**src/rtl/pkt_h.sv**
```systemverilog
// Packet header type, FIFO entry packing and arbiter state encoding.
// Shared by the ingress arbiter and its round-robin encoder.
package pkt_h;

  localparam int PKT_DWIDTH = 96;

  typedef struct packed {
    logic [31:0] sIP;
    logic [31:0] dIP;
    logic [15:0] sPort;
    logic [15:0] dPort;
  } pkHeadInfo;

  typedef enum logic [1:0] {
    IDLE   = 2'd0,
    ACTIVE = 2'd1,
    STALL  = 2'd2
  } arb_state_e;

  function automatic logic [PKT_DWIDTH-1:0] pkt_pack(input pkHeadInfo h);
    return {h.sIP, h.dIP, h.sPort, h.dPort};
  endfunction

endpackage

```
**src/rtl/rr_find_first.sv**
```systemverilog
// Rotating priority encoder: first set bit of mask scanning upward from start, mod N.
// Purely combinational; an optional exclude index is skipped during the scan.
module rr_find_first #(
  parameter int N  = 4,
  parameter int IW = (N > 1) ? $clog2(N) : 1
) (
  input  logic [N-1:0]  mask,
  input  logic [IW-1:0] start,
  input  logic          use_excl,
  input  logic [IW-1:0] excl,
  output logic          found,
  output logic [IW-1:0] idx
);

  int            pos;
  logic [IW-1:0] pidx;

  always_comb begin
    found = 1'b0;
    idx   = '0;
    pos   = 0;
    pidx  = '0;
    for (int k = 0; k < N; k++) begin
      pos = int'(start) + k;
      if (pos >= N) pos = pos - N;
      pidx = IW'(pos);
      if (!found && mask[pidx] && !(use_excl && (pidx == excl))) begin
        found = 1'b1;
        idx   = pidx;
      end
    end
  end

endmodule

```
**src/rtl/pkt_ingress_arbiter.sv**
```systemverilog
// Burst-limited round-robin arbiter feeding two FIFO lanes; strobes/data registered, 1-cycle latency.
// Grants drop combinationally on pause or no fifo_space, and stay off for the cycle STALL is left.
module pkt_ingress_arbiter
  import pkt_h::*;
#(
  parameter int NUM_REQ   = 4,
  parameter int MAX_BURST = 4,
  parameter int DWIDTH    = PKT_DWIDTH
) (
  input  logic                   clk,
  input  logic                   rst,
  input  logic [NUM_REQ-1:0]     req_valid,
  input  pkHeadInfo [NUM_REQ-1:0] req_info,
  output logic [NUM_REQ-1:0]     req_ready,
  input  logic                   fifo_space,
  input  logic                   pause,
  output logic                   fifo_a_en,
  output logic                   fifo_b_en,
  output logic [DWIDTH-1:0]      fifo_a_data,
  output logic [DWIDTH-1:0]      fifo_b_data,
  output logic [1:0]             arb_state,
  output logic [15:0]            grant_cnt
);

  localparam int IW = $clog2(NUM_REQ);

  arb_state_e        state_q, state_d;
  logic [IW-1:0]     rr_ptr_q, rr_ptr_d;
  logic [3:0]        burst_cnt_q, burst_cnt_d;
  logic [15:0]       grant_cnt_q, grant_cnt_d;
  logic              fifo_a_en_q, fifo_a_en_d;
  logic              fifo_b_en_q, fifo_b_en_d;
  logic [DWIDTH-1:0] fifo_a_data_q, fifo_a_data_d;
  logic [DWIDTH-1:0] fifo_b_data_q, fifo_b_data_d;

  logic              can_grant;
  logic              found_a, found_b;
  logic [IW-1:0]     a_idx, b_idx, b_start;
  logic              grant_a, grant_b;

  // rst gates the grant so requesters never see a handshake while reset is held
  assign can_grant = rst & (state_q != STALL) & fifo_space & ~pause;
  assign b_start   = (a_idx == IW'(NUM_REQ - 1)) ? '0 : a_idx + IW'(1);

  rr_find_first #(.N(NUM_REQ), .IW(IW)) u_find_a (
    .mask     (req_valid),
    .start    (rr_ptr_q),
    .use_excl (1'b0),
    .excl     ('0),
    .found    (found_a),
    .idx      (a_idx)
  );

  rr_find_first #(.N(NUM_REQ), .IW(IW)) u_find_b (
    .mask     (req_valid),
    .start    (b_start),
    .use_excl (1'b1),
    .excl     (a_idx),
    .found    (found_b),
    .idx      (b_idx)
  );

  assign grant_a = can_grant & found_a;
  assign grant_b = grant_a & found_b;

  always_comb begin
    req_ready = '0;
    if (grant_a) req_ready[a_idx] = 1'b1;
    if (grant_b) req_ready[b_idx] = 1'b1;
  end

  always_comb begin
    rr_ptr_d    = rr_ptr_q;
    burst_cnt_d = burst_cnt_q;
    if (grant_a) begin
      if (a_idx != rr_ptr_q) begin
        rr_ptr_d    = a_idx;
        burst_cnt_d = 4'd1;
      end else if (5'(burst_cnt_q) + 5'd1 >= 5'(MAX_BURST)) begin
        rr_ptr_d    = b_start;
        burst_cnt_d = 4'd0;
      end else begin
        burst_cnt_d = burst_cnt_q + 4'd1;
      end
    end
  end

  always_comb begin
    grant_cnt_d   = grant_cnt_q + {15'd0, grant_a} + {15'd0, grant_b};
    fifo_a_en_d   = grant_a;
    fifo_b_en_d   = grant_b;
    fifo_a_data_d = grant_a ? DWIDTH'(pkt_pack(req_info[a_idx])) : fifo_a_data_q;
    fifo_b_data_d = grant_b ? DWIDTH'(pkt_pack(req_info[b_idx])) : fifo_b_data_q;
  end

  // Every state shares the same exits, so the transition collapses to one priority chain.
  always_comb begin
    if (pause | ~fifo_space) state_d = STALL;
    else if (|req_valid)     state_d = ACTIVE;
    else                     state_d = IDLE;
  end

  always_ff @(posedge clk or negedge rst) begin
    if (!rst) begin
      state_q       <= IDLE;
      rr_ptr_q      <= '0;
      burst_cnt_q   <= '0;
      grant_cnt_q   <= '0;
      fifo_a_en_q   <= 1'b0;
      fifo_b_en_q   <= 1'b0;
      fifo_a_data_q <= '0;
      fifo_b_data_q <= '0;
    end else begin
      state_q       <= state_d;
      rr_ptr_q      <= rr_ptr_d;
      burst_cnt_q   <= burst_cnt_d;
      grant_cnt_q   <= grant_cnt_d;
      fifo_a_en_q   <= fifo_a_en_d;
      fifo_b_en_q   <= fifo_b_en_d;
      fifo_a_data_q <= fifo_a_data_d;
      fifo_b_data_q <= fifo_b_data_d;
    end
  end

  assign arb_state   = state_q;
  assign grant_cnt   = grant_cnt_q;
  assign fifo_a_en   = fifo_a_en_q;
  assign fifo_b_en   = fifo_b_en_q;
  assign fifo_a_data = fifo_a_data_q;
  assign fifo_b_data = fifo_b_data_q;

endmodule
```
**config.mk**
```make
export PLATFORM = sky130hd
export DESIGN_NAME = pkt_ingress_arbiter
export DESIGN_NICKNAME = d
export VERILOG_FILES = /design/src/rtl/pkt_h.sv /design/src/rtl/rr_find_first.sv /design/src/rtl/pkt_ingress_arbiter.sv
export SDC_FILE = /design/constraint.sdc
export NUM_CORES = 1
export LEC_CHECK = 0
export BUFFER_PORTS_ARGS = -buffer_cell sky130_fd_sc_hd__buf_2
export CAP_MARGIN = 20
export CORE_AREA = 2 2 234 236
export DETAILED_ROUTE_END_ITERATION = 12
export DIE_AREA = 0 0 236 238
export PLACE_DENSITY = 0.48
export SYNTH_ARGS = -nofsm -noshare
export SYNTH_HDL_FRONTEND = slang
export SYNTH_SLANG_ARGS = --single-unit
```
**constraint.sdc**
```tcl
create_clock -name clk -period 3.75 [get_ports clk]
set_clock_uncertainty 0.1 [all_clocks]
set_input_delay 0.375 -clock clk [delete_from_list [all_inputs] [get_ports clk]]
set_output_delay 0.375 -clock clk [all_outputs]
set_load 0.01 [all_outputs]
```
# After elaboration in Yosys (flattened, before gate mapping)
# Cells that the tools add are included.
dict set report totals {
  ff_bits 218
  input_bits 392
  output_inout_bits 216
  elab_cells 146
}
dict set report op_classes {
  addsub 19
  magnitude_cmp 21
  n_eq_ne 7
  mux 57
  n_bitwise 9
  reduce_logical 25
}
# cell count
set op_table {}
lappend op_table {{96-bit binary-select mux with 2-bit select} 2}
lappend op_table {{96-bit 2-to-1 mux} 2}
lappend op_table {{2-bit 2-to-1 mux} 20}
lappend op_table {{16-bit by 1-bit adder with 16-bit output} 2}
lappend op_table {{2-bit by 3-bit < comparator with 1-bit output, second input constant} 10}
lappend op_table {{1-bit 2-to-1 mux} 19}
lappend op_table {{3-bit greater-or-equal comparator, second input constant} 6}
lappend op_table {{1-bit binary-select mux with 2-bit select} 8}
lappend op_table {{4-bit 2-to-1 mux} 4}
lappend op_table {{2-bit by 1-bit subtractor with 2-bit output, second input constant} 8}
lappend op_table {{2-bit by 2-bit adder with 3-bit output, second input constant} 4}
lappend op_table {{1-bit logical AND} 12}
lappend op_table {{1-bit zero test} 10}
lappend op_table {{2-bit equality test} 4}
lappend op_table {{2-bit by 1-bit adder with 3-bit output, second input constant} 2}
lappend op_table {{2-bit by 3-bit greater-or-equal comparator with 1-bit output, second input constant} 2}
lappend op_table {{4-bit by 1-bit adder with 5-bit output, second input constant} 1}
lappend op_table {{1-bit AND} 5}
lappend op_table {{5-bit by 3-bit greater-or-equal comparator with 1-bit output, second input constant} 1}
lappend op_table {{4-bit by 1-bit adder with 4-bit output, second input constant} 1}
lappend op_table {{1-bit demux with 2-bit select} 2}
lappend op_table {{2-bit by 1-bit greater-or-equal comparator with 1-bit output, second input constant} 2}
lappend op_table {{4-bit bitwise OR} 1}
lappend op_table {{4-bit OR reduction} 1}
lappend op_table {{other kinds (8)} 9}

# Longest topological paths before layout
# Gate-level depths: netlist of run 1.
dict set report logic_depth {
  ltp_word 40
  ltp_mapped 19
  ltp_nobuf 15
}

# Modules after synthesis
# From an unflattened synthesis of run 1, not the netlist that was laid out.
dict set report hier_totals {
  hier_cells 1014
  area_unflattened_um2 13375.3
}
# module n_inst cells_per_inst area_per_inst_um2 seq_area_each_um2
set by_module_without_submodules {}
lappend by_module_without_submodules {pkt_ingress_arbiter 1 972 13057.5 5455.2}
lappend by_module_without_submodules {rr_find_first 2 21 158.9 0.0}

# Least setup slack after synthesis of run 1
# Ideal clock, no wire load.
dict set report synth_path {
  path_kind {input to register}
  start {input port req_valid[2]}
  end {register grant_cnt_q[14], in the netlist grant_cnt[14]}
  setup_ps 122
  t_arrival_ps 3793
  required_ps 3528
  slack_ps -265
  cell_stages 18
  path_buffers 3
  path_cell_list {and2b_4 -> o21a_1 -> nor3_2 -> inv_2 -> clkbuf_1 -> clkbuf_1 -> ha_1 -> clkbuf_1 -> nor2_1 -> nand2_1 -> o21ai_0 -> a221oi_2 -> inv_2 -> fa_1 -> ha_1 -> nand2_1 -> nor2_1 -> xnor2_1}
}
dict set report synth_via {
  elab_chain_cells 34
  word_cells_on_any_way 74
  classes_between {10 x add/sub; 4 x order compare; 5 x eq/ne; 33 x mux; 2 x bitwise; 20 x reduce/logical}
}
# item line
set synth_lines {}
lappend synth_lines {{from (decl)} pkt_ingress_arbiter.sv:12} ;# input logic [NUM_REQ-1:0] req_valid,
lappend synth_lines {{branches (longest 32 deep; another with 1-bit binary-select mux with 2-bit select)} n/a}
lappend synth_lines {{1-bit AND (*)} pkt_ingress_arbiter.sv:64} ;# assign grant_b = grant_a & found_b;
lappend synth_lines {{net fifo_b_en_d} pkt_ingress_arbiter.sv:32} ;# logic fifo_b_en_q, fifo_b_en_d;
lappend synth_lines {{16-bit by 1-bit adder with 16-bit output (*)} pkt_ingress_arbiter.sv:89} ;# grant_cnt_d = grant_cnt_q + {15'd0, grant_a} + {15'd0, grant_b};
lappend synth_lines {{net grant_cnt_d[14]} pkt_ingress_arbiter.sv:30} ;# logic [15:0] grant_cnt_q, grant_cnt_d;
lappend synth_lines {{to (signal assigned)} pkt_ingress_arbiter.sv:117} ;# grant_cnt_q <= grant_cnt_d;
lappend synth_lines {{to (decl)} pkt_ingress_arbiter.sv:30}
# Mark *: on every way through the listed nets, which the timed path passes. The select of a mux whose other input is x is not followed.
# A chain may end at the register's enable or synchronous reset.

# Worst setup path in the final report of run 1
dict set report layout_path {
  start {register rr_ptr_q[0]}
  end {output port req_ready[1]}
}
dict set report layout_via {
  elab_chain_cells 40
  word_cells_on_any_way 104
  classes_between {15 x add/sub; 12 x order compare; 5 x eq/ne; 47 x mux; 3 x bitwise; 22 x reduce/logical}
}
# item line
set layout_lines {}
lappend layout_lines {{from (decl)} pkt_ingress_arbiter.sv:28} ;# logic [IW-1:0] rr_ptr_q, rr_ptr_d;
lappend layout_lines {{from (signal assigned)} pkt_ingress_arbiter.sv:115} ;# rr_ptr_q <= rr_ptr_d;
lappend layout_lines {{branches (longest 39 deep; another with 2-bit by 1-bit adder with 3-bit output)} n/a}
lappend layout_lines {{4-bit 2-to-1 mux (*)} pkt_ingress_arbiter.sv:69} ;# if (grant_b) req_ready[b_idx] = 1'b1;
lappend layout_lines {{to (decl)} pkt_ingress_arbiter.sv:14} ;# output logic [NUM_REQ-1:0] req_ready,
# Every way passes the cells marked *. The select of a mux whose other input is x is not followed.

==> results of run 1 <==
-- area by class of cell --
type,instances,area (µm²),area share
Multi-Input combinational cell,1406,7720,0.408
Sequential cell,218,5460,0.289
Timing Repair Buffer,671,3730,0.197
Clock buffer,44,925,0.0489
Tap cell,696,871,0.0461
Clock inverter,11,138,0.00728
Inverter,8,37.5,0.00199
Antenna cell,10,25.0,0.00132
-- metal layers --
layer / up-vias / GRT usage
li1: 7342 / -
met1: 7577 / 0.276
met2: 697 / 0.382
met3: 134 / 0.0532
met4: 16 / 0.0766
met5: - / 0
-- how the worst max path moves through the flow --
stage / startpoint / end / slack [ps]
finish: rr_ptr_q[0]$_DFFE_PN0P_ / req_ready[1] / 9
global route: rr_ptr_q[0]$_DFFE_PN0P_ / req_ready[1] / -100
CTS: rr_ptr_q[0]$_DFFE_PN0P_ / req_ready[3] / 10
detailed placement: req_valid[0] / grant_cnt[14]$_DFF_PN0_ / 60
global placement: req_valid[0] / grant_cnt[14]$_DFF_PN0_ / 110
floorplan: req_valid[2] / grant_cnt[14]$_DFF_PN0_ / -20
-- placed cells by master, fill, tap and decap left out, types with 4 or more instances in the layout --
cell / n
ha_1: 4
nand3_1: 201
xnor2_1: 13
a21oi_1: 5
o221ai_1: 96
buf_4: 44
inv_1: 5
xor2_1: 4
a22oi_1: 97
buf_12: 15
o21ai_0: 108
nand2_1: 690
nand2b_1: 8
diode_2: 10
clkbuf_16: 31
mux2i_1: 97
clkbuf_8: 10
clkinv_2: 6
dfrtp_1: 217
buf_2: 606
nor2_1: 16
nand4_1: 6
-- logic make-up after synthesis --
kind of cell,count (synthesis)
simple gates,950
compound gates,335
flops,218
buf+inv,166
mux,97
xor+xnor,17
fa+ha+maj,7
-- registers in the layout (all words and copies together) (netlist names) --
signal       count
arb_state        2
fifo_a_en        1
fifo_b_en        1
grant_cnt       16
rr_ptr_q         2
fifo_a_data     96
burst_cnt_q      4
fifo_b_data     96
-- synthesized netlist by cell type, drive strengths merged, types with 2 or more instances --
cell     count  share of area
nor2        20         0.0069
dfrtp      218           0.40
and2         5         0.0023
nor3         4         0.0018
nor2b        2        0.00091
mux2i       97          0.070
nand3b       2         0.0011
xor2         4         0.0025
a21oi        8         0.0032
ha           5         0.0045
o32ai        4         0.0044
o21ai      111          0.040
inv          8         0.0022
o22ai        4         0.0018
a22oi       97          0.053
a2111oi      2         0.0026
o221ai      96          0.061
clkbuf      82          0.022
buf         76          0.030
o21a         3         0.0016
a211oi       2         0.0011
nand3      202          0.073
nor3b        3         0.0020
nand2      692           0.19
nand2b       9         0.0041
nand4        6         0.0027
and3         3         0.0014
xnor2       13         0.0083
-- power groups by stage --
stage	combinational (µW)	sequential [µW]	clock [µW]
floorplan	4520	4410	0
global placement	8210	4020	0
detailed placement	8320	4020	0
CTS	8400	4010	3180
global route	9290	4130	3260
finish	8430	4010	3090
-- metrics by stage --
step / setup WS [ps] / total power [µW] / hold WS, ps
6_report: 9.41 / 15500 / 26.3
3_5_place_dp: 59.2 / 12300 / 82.2
3_3_place_gp: 110 / 12200 / 82.1
2_1_floorplan: -19.1 / 8930 / -20.6
4_1_cts: 14.1 / 15600 / 5.88
5_1_grt: -102 / 16700 / 33.2
-- worst max-delay path, cell delays in order (launching register included) --
cell and delay, ps:
dfrtp_1 350, and2b_4 220, o21a_4 230, nor3_4 260, inv_6 50, ha_4 250, buf_6 140, a211o_1 240
a21oi_2 150, a2111oi_4 60, o32ai_4 230, nand2b_4 250, o32ai_2 80, buf_2 180
-- what timing repair did --
item                                    CTS  global route
hold endpoints to repair                 47             0
buffers inserted                          4            10
pin swaps                                 5             7
hold buffers                              3             0
gates resized for setup                   8            10
endpoints found under the setup margin    4             4
==> results.py, run 1 <==
metrics = {
    "setup_path": {
        "timing.rr.end": "fifo_b_data[57]$_DFFE_PN0N_",
        "reg2reg_depth": 15,
        "regToRegSetupSlack_ps": 350,
        "endpoint_kind": "output pin",
        "crit_type": "register to output pin",
        "arrival_ps": 3270,
        "required_ps": 3270,
        "r2r_start": "rr_ptr_q[0]$_DFFE_PN0P_",
        "worst_setup_path_start_kind": "register",
        "critPathMaxFanout": 8,
    },
    "logic_synthesis": {
        "synthSimpleGateAreaFrac": 0.287,
        "ys.flop_type": "dfrtp_1",
        "async_flop_share": 1.00,
        "synth_area_mm2": 0.0138,
        "synth-xor-area-share": 0.0108,
        "ys_seq_area_frac": 0.396,
        "synthAdderAreaFrac": 0.00672,
        "syn_inst": 1790,
        "yosysWarnings": 0,
        "synth-edff-count": 0,
        "synth_nets": 2188,
        "ys_types": 54,
        "synth_top_family_by_area": "simple AND/OR/NAND/NOR gates",
        "synth_compound_area_frac": 0.175,
        "synth_mux_area_frac": 0.0704,
        "ys_seq_elements": 218,
        "syn_area_per_cell_um2": 7.70,
    },
    "placement": {
        "placed_area_mm2": 0.0176,
        "dpl.hpwl_um": 45400,
        "dp_cells": 2982,
        "port-buffer-count": 607,
        "gp_congestion": 0.882,
    },
    "worst_hold_path": {
        "whs_endpoint": "fifo_b_data[18]$_DFFE_PN0N_",
        "min_path_cells": 3,
        "hold_path_class": "primary input to register",
        "hold_start": "req_info[18]",
    },
    "timing": {
        "min_period_over_period": 0.997,
        "tns_ps": 0,
        "clock.fmax_mhz": 267,
        "setup_viol": 0,
        "worst_pin_slew_ps": 971,
        "slew_headroom": 0.353,
        "hold_violations": 0,
        "finalCriticalPeriod_ps": 3740,
        "rsz0062_at_grt": "yes",
        "drv_slew": 0,
    },
    "flow_run": {
        "drv_cap": 0,
    },
    "power": {
        "irDropWorstVdd_mv": 0.534,
        "power.switching_uw": 7050,
        "p_per_area_mw_per_mm2": 822,
        "seq_power_share": 0.258,
        "switching_share": 0.454,
        "clkPwrFrac": 0.199,
        "p_int_uw": 8480,
        "p_leak_uw": 0.00977,
        "p_comb_frac": 0.543,
    },
    "final_layout": {
        "syn_to_final_growth_pct": 37.1,
        "finish.net_count": 2733,
        "fin_cells": 3064,
        "fin_area_mm2": 0.0189,
        "fillCellCount": 5702,
        "drive_above_1_share": 0.321,
        "final_core_utilization": 0.353,
    },
    "detailed_routing": {
        "via_per_inst": 5.15,
        "wl_um": 65100,
        "met1_length_um": 26400,
        "drcViolationCount": 0,
        "topRoutingLayerUsed": "met5",
        "ant_nets": 0,
        "first_iter_violations": 846,
        "drtPass1Iterations": 6,
        "wire_per_inst_um": 21.2,
        "num_vias": 15800,
        "wl_met3_um": 5210,
        "route.met2.wl_um": 31400,
    },
    "clock_network": {
        "worstSkewPairLatency_ps": 580,
        "cts_tree": "yes",
        "cts-root-buf": "clkbuf_16",
        "htreeDepth": 1,
        "cts_sinks": 218,
        "cts_buffers": 30,
        "path_clk_slew_ps": 60,
        "clock_path_buffers": 3,
    },
    "grt": {
        "grt_first_pass_wirelength_um": 98000,
        "grt_max_degree": 194,
        "antenna_found_initial": 21,
        "grt_remaining_overflow": 0,
        "grt_pass1_vias": 15800,
        "grtUsageTotal": 0.224,
    },
    "floorplanning": {
        "die_w_um": 236,
        "start_util": 0.258,
        "fp.dieH_um": 238,
        "die_area_mm2": 0.0562,
        "core-area_mm2": 0.0535,
        "rows": 85,
        "io_pins": 608,
    },
    "outcome": {
        "status": "finished clean",
    },
}
Note: power is estimated with default switching activity, not from simulation.
==> run 2: changes to the inputs <==
--- a/config.mk
+++ b/config.mk
@@ -10,6 +10,7 @@
 export CORE_AREA = 2 2 234 236
 export DETAILED_ROUTE_END_ITERATION = 12
 export DIE_AREA = 0 0 236 238
+export HOLD_SLACK_MARGIN = 0.12
 export PLACE_DENSITY = 0.48
 export SYNTH_ARGS = -nofsm -noshare
 export SYNTH_HDL_FRONTEND = slang
==> run 2 against run 1 <==
Compared with the run above: register-to-register slack worse by 240 ps; sequential power barely moved; wire length up 9.5%; hold slack improved by 160 ps; non-clock buffer count grew 497; first-iteration DRC count increased by 30%; highest routed layer unchanged; core utilization grew 9.4 points; final cell count rose by 16%; sequential cell count unchanged; critical endpoint unchanged.
==> results.py, run 2 (synthesized netlist as in run 1, its figures left out) <==
metrics = {
    "outcome": {
        "status": "finished clean",
    },
    "grt": {
        "grtUsageTotal": 0.241,
        "grt_remaining_overflow": 0,
        "antenna_found_initial": 9,
        "grt_max_degree": 194,
        "grt_pass1_vias": 18800,
        "grt_first_pass_wirelength_um": 108000,
    },
    "detailed_routing": {
        "ant_nets": 0,
        "via_per_inst": 5.13,
        "drtPass1Iterations": 5,
        "num_vias": 18300,
        "wire_per_inst_um": 20.0,
        "wl_um": 71300,
        "drcViolationCount": 0,
        "first_iter_violations": 1102,
    },
    "setup_path": {
        "cp-startpoint": "rr_ptr_q[0]$_DFFE_PN0P_",
        "crit_type": "register to output pin",
        "timing.rr.end": "fifo_b_data[84]$_DFFE_PN0N_",
        "worst_setup_path_start_kind": "register",
        "arrival_ps": 3260,
        "required_ps": 3270,
        "cpPeakStageDelay_ps": 350,
        "setup.worst_path.end": "req_ready[1]",
        "reg2reg_depth": 15,
        "critPathMaxFanout": 8,
        "regToRegSetupSlack_ps": 110,
        "crit_chain": "and2b_4, o21a_4, nor3_4, inv_6, ha_4, buf_6, a211o_1, a21oi_2, a2111oi_4, o32ai_4, nand2b_4, o32ai_2, buf_2",
        "crit_slowest_cell": "dfrtp_1",
        "r2r_start": "rr_ptr_q[0]$_DFFE_PN0P_",
        "endpoint_kind": "output pin",
    },
    "final_layout": {
        "syn_to_final_growth_pct": 73.6,
        "finish.net_count": 3230,
        "layout_common_cells": "690 x nand2_1, 606 x buf_2, 493 x dlygate4sd3_1",
        "drive_above_1_share": 0.268,
        "final_common_cell": "nand2_1",
    },
    "timing": {
        "drv_slew": 0,
        "clock.fmax_mhz": 268,
        "hold_violations": 0,
        "worst_pin_slew_ps": 992,
        "tns_ps": 0,
        "holdWs_ps": 185,
        "finalCriticalPeriod_ps": 3730,
        "min_period_over_period": 0.996,
        "slew_headroom": 0.339,
        "rsz0062_at_grt": "yes",
        "setup_viol": 0,
    },
    "power": {
        "switching_share": 0.436,
        "clkPwrFrac": 0.180,
        "p_per_area_mw_per_mm2": 720,
        "seq_power_share": 0.233,
        "p_int_uw": 9720,
        "p_comb_frac": 0.587,
        "power.switching_uw": 7500,
        "p_leak_uw": 0.0118,
        "irDropWorstVdd_mv": 0.425,
    },
    "flow_run": {
        "drv_cap": 0,
    },
    "floorplanning": {
        "die_area_mm2": 0.0562,
        "die_w_um": 236,
        "start_util": 0.258,
        "io_pins": 608,
        "fp.dieH_um": 238,
        "core-area_mm2": 0.0535,
        "rows": 85,
    },
    "clock_network": {
        "cts_buffers": 30,
        "path_clk_slew_ps": 60,
        "cts_tree": "yes",
        "htreeDepth": 1,
        "cts-root-buf": "clkbuf_16",
        "cts_sinks": 218,
        "worstSkewPairLatency_ps": 580,
        "clock_path_buffers": 3,
    },
    "worst_hold_path": {
        "hold_path_class": "primary input to register",
        "min_path_cells": 5,
    },
    "placement": {
        "port-buffer-count": 607,
        "gp_congestion": 0.882,
        "dpl.hpwl_um": 45400,
    },
}
==> run 2: changes by cell type in the layout (fill, tap and decap cells not counted), sizes merged <==
cell         delta
clkbuf          +2
dlygate4sd3   +490
buf             +5
diode           -5
==> run 2: worst min path at each step <==
stage	startpoint	end	slack, ps
3_3_place_gp	rst	fifo_a_data[19]$_DFFE_PN0P_	80
2_1_floorplan	rst	arb_state[0]$_DFF_PN0_	-20
6_report	req_info[7]	fifo_a_data[7]$_DFFE_PN0P_	190
3_5_place_dp	rst	fifo_a_data[19]$_DFFE_PN0P_	80
5_1_grt	req_info[230]	fifo_a_data[38]$_DFFE_PN0P_	230
4_1_cts	req_info[7]	fifo_a_data[7]$_DFFE_PN0P_	140
==> run 2: layer usage <==
| layer | GRT usage | up-vias | routed length [µm] |
|---|---|---|---|
| li1 | - | 8338 | - |
| met3 | 0.0432 | 217 | 5180 |
| met4 | 0.110 | 4 | 3170 |
| met1 | 0.293 | 8735 | 28800 |
| met5 | 0 | - | 22 |
| met2 | 0.416 | 957 | 34100 |
==> run 2: what timing repair did <==
action                                  in CTS  in global routing
pin swaps                                    5                  8
setup buffers                                4                 13
hold buffers                               493                  0
endpoints found under the setup margin       4                 78
hold endpoints to repair                   304                  0
resized for setup                            8                 15
gates cloned                                 0                  4
==> run 2: worst max-delay path: cells and delay by family, from the launching register on <==
family	cells	cell delay (ps)
adders and majority gates	1	250
buffers and inverters	3	370
and+or+nand+nor	3	730
DFF	1	350
AOI/OAI and AO/OA	6	990
==> run 2: through the flow <==
stage	total power, µW	instances	cell area (µm²)	worst slack [ps]	utilization
2_1_floorplan	8930	1790	13800	-19.1	-
3_3_place_gp	12200	2982	17600	110	0.329
3_5_place_dp	12300	2982	17600	59.2	0.329
4_1_cts	16900	3534	23700	14.1	0.442
5_1_grt	18400	3556	23900	-103	0.447
6_report	17200	3556	23900	16.3	0.447
==> run 2: power groups by stage <==
stage	clock [µW]	combinational [µW]	sequential (µW)
2_1_floorplan	0	4520	4410
3_3_place_gp	0	8210	4020
3_5_place_dp	0	8320	4020
4_1_cts	3180	9680	4010
5_1_grt	3260	11000	4130
6_report	3100	10100	4010
==> run 2: final cells by class <==
class | instances | area (µm²)
Fill cell | 5273 | 29600
Timing Repair Buffer | 1168 | 8760
Multi-Input combinational cell | 1406 | 7720
Sequential cell | 218 | 5460
Clock buffer | 44 | 925
Tap cell | 696 | 871
Clock inverter | 11 | 138
Inverter | 8 | 37.5
Antenna cell | 5 | 12.5
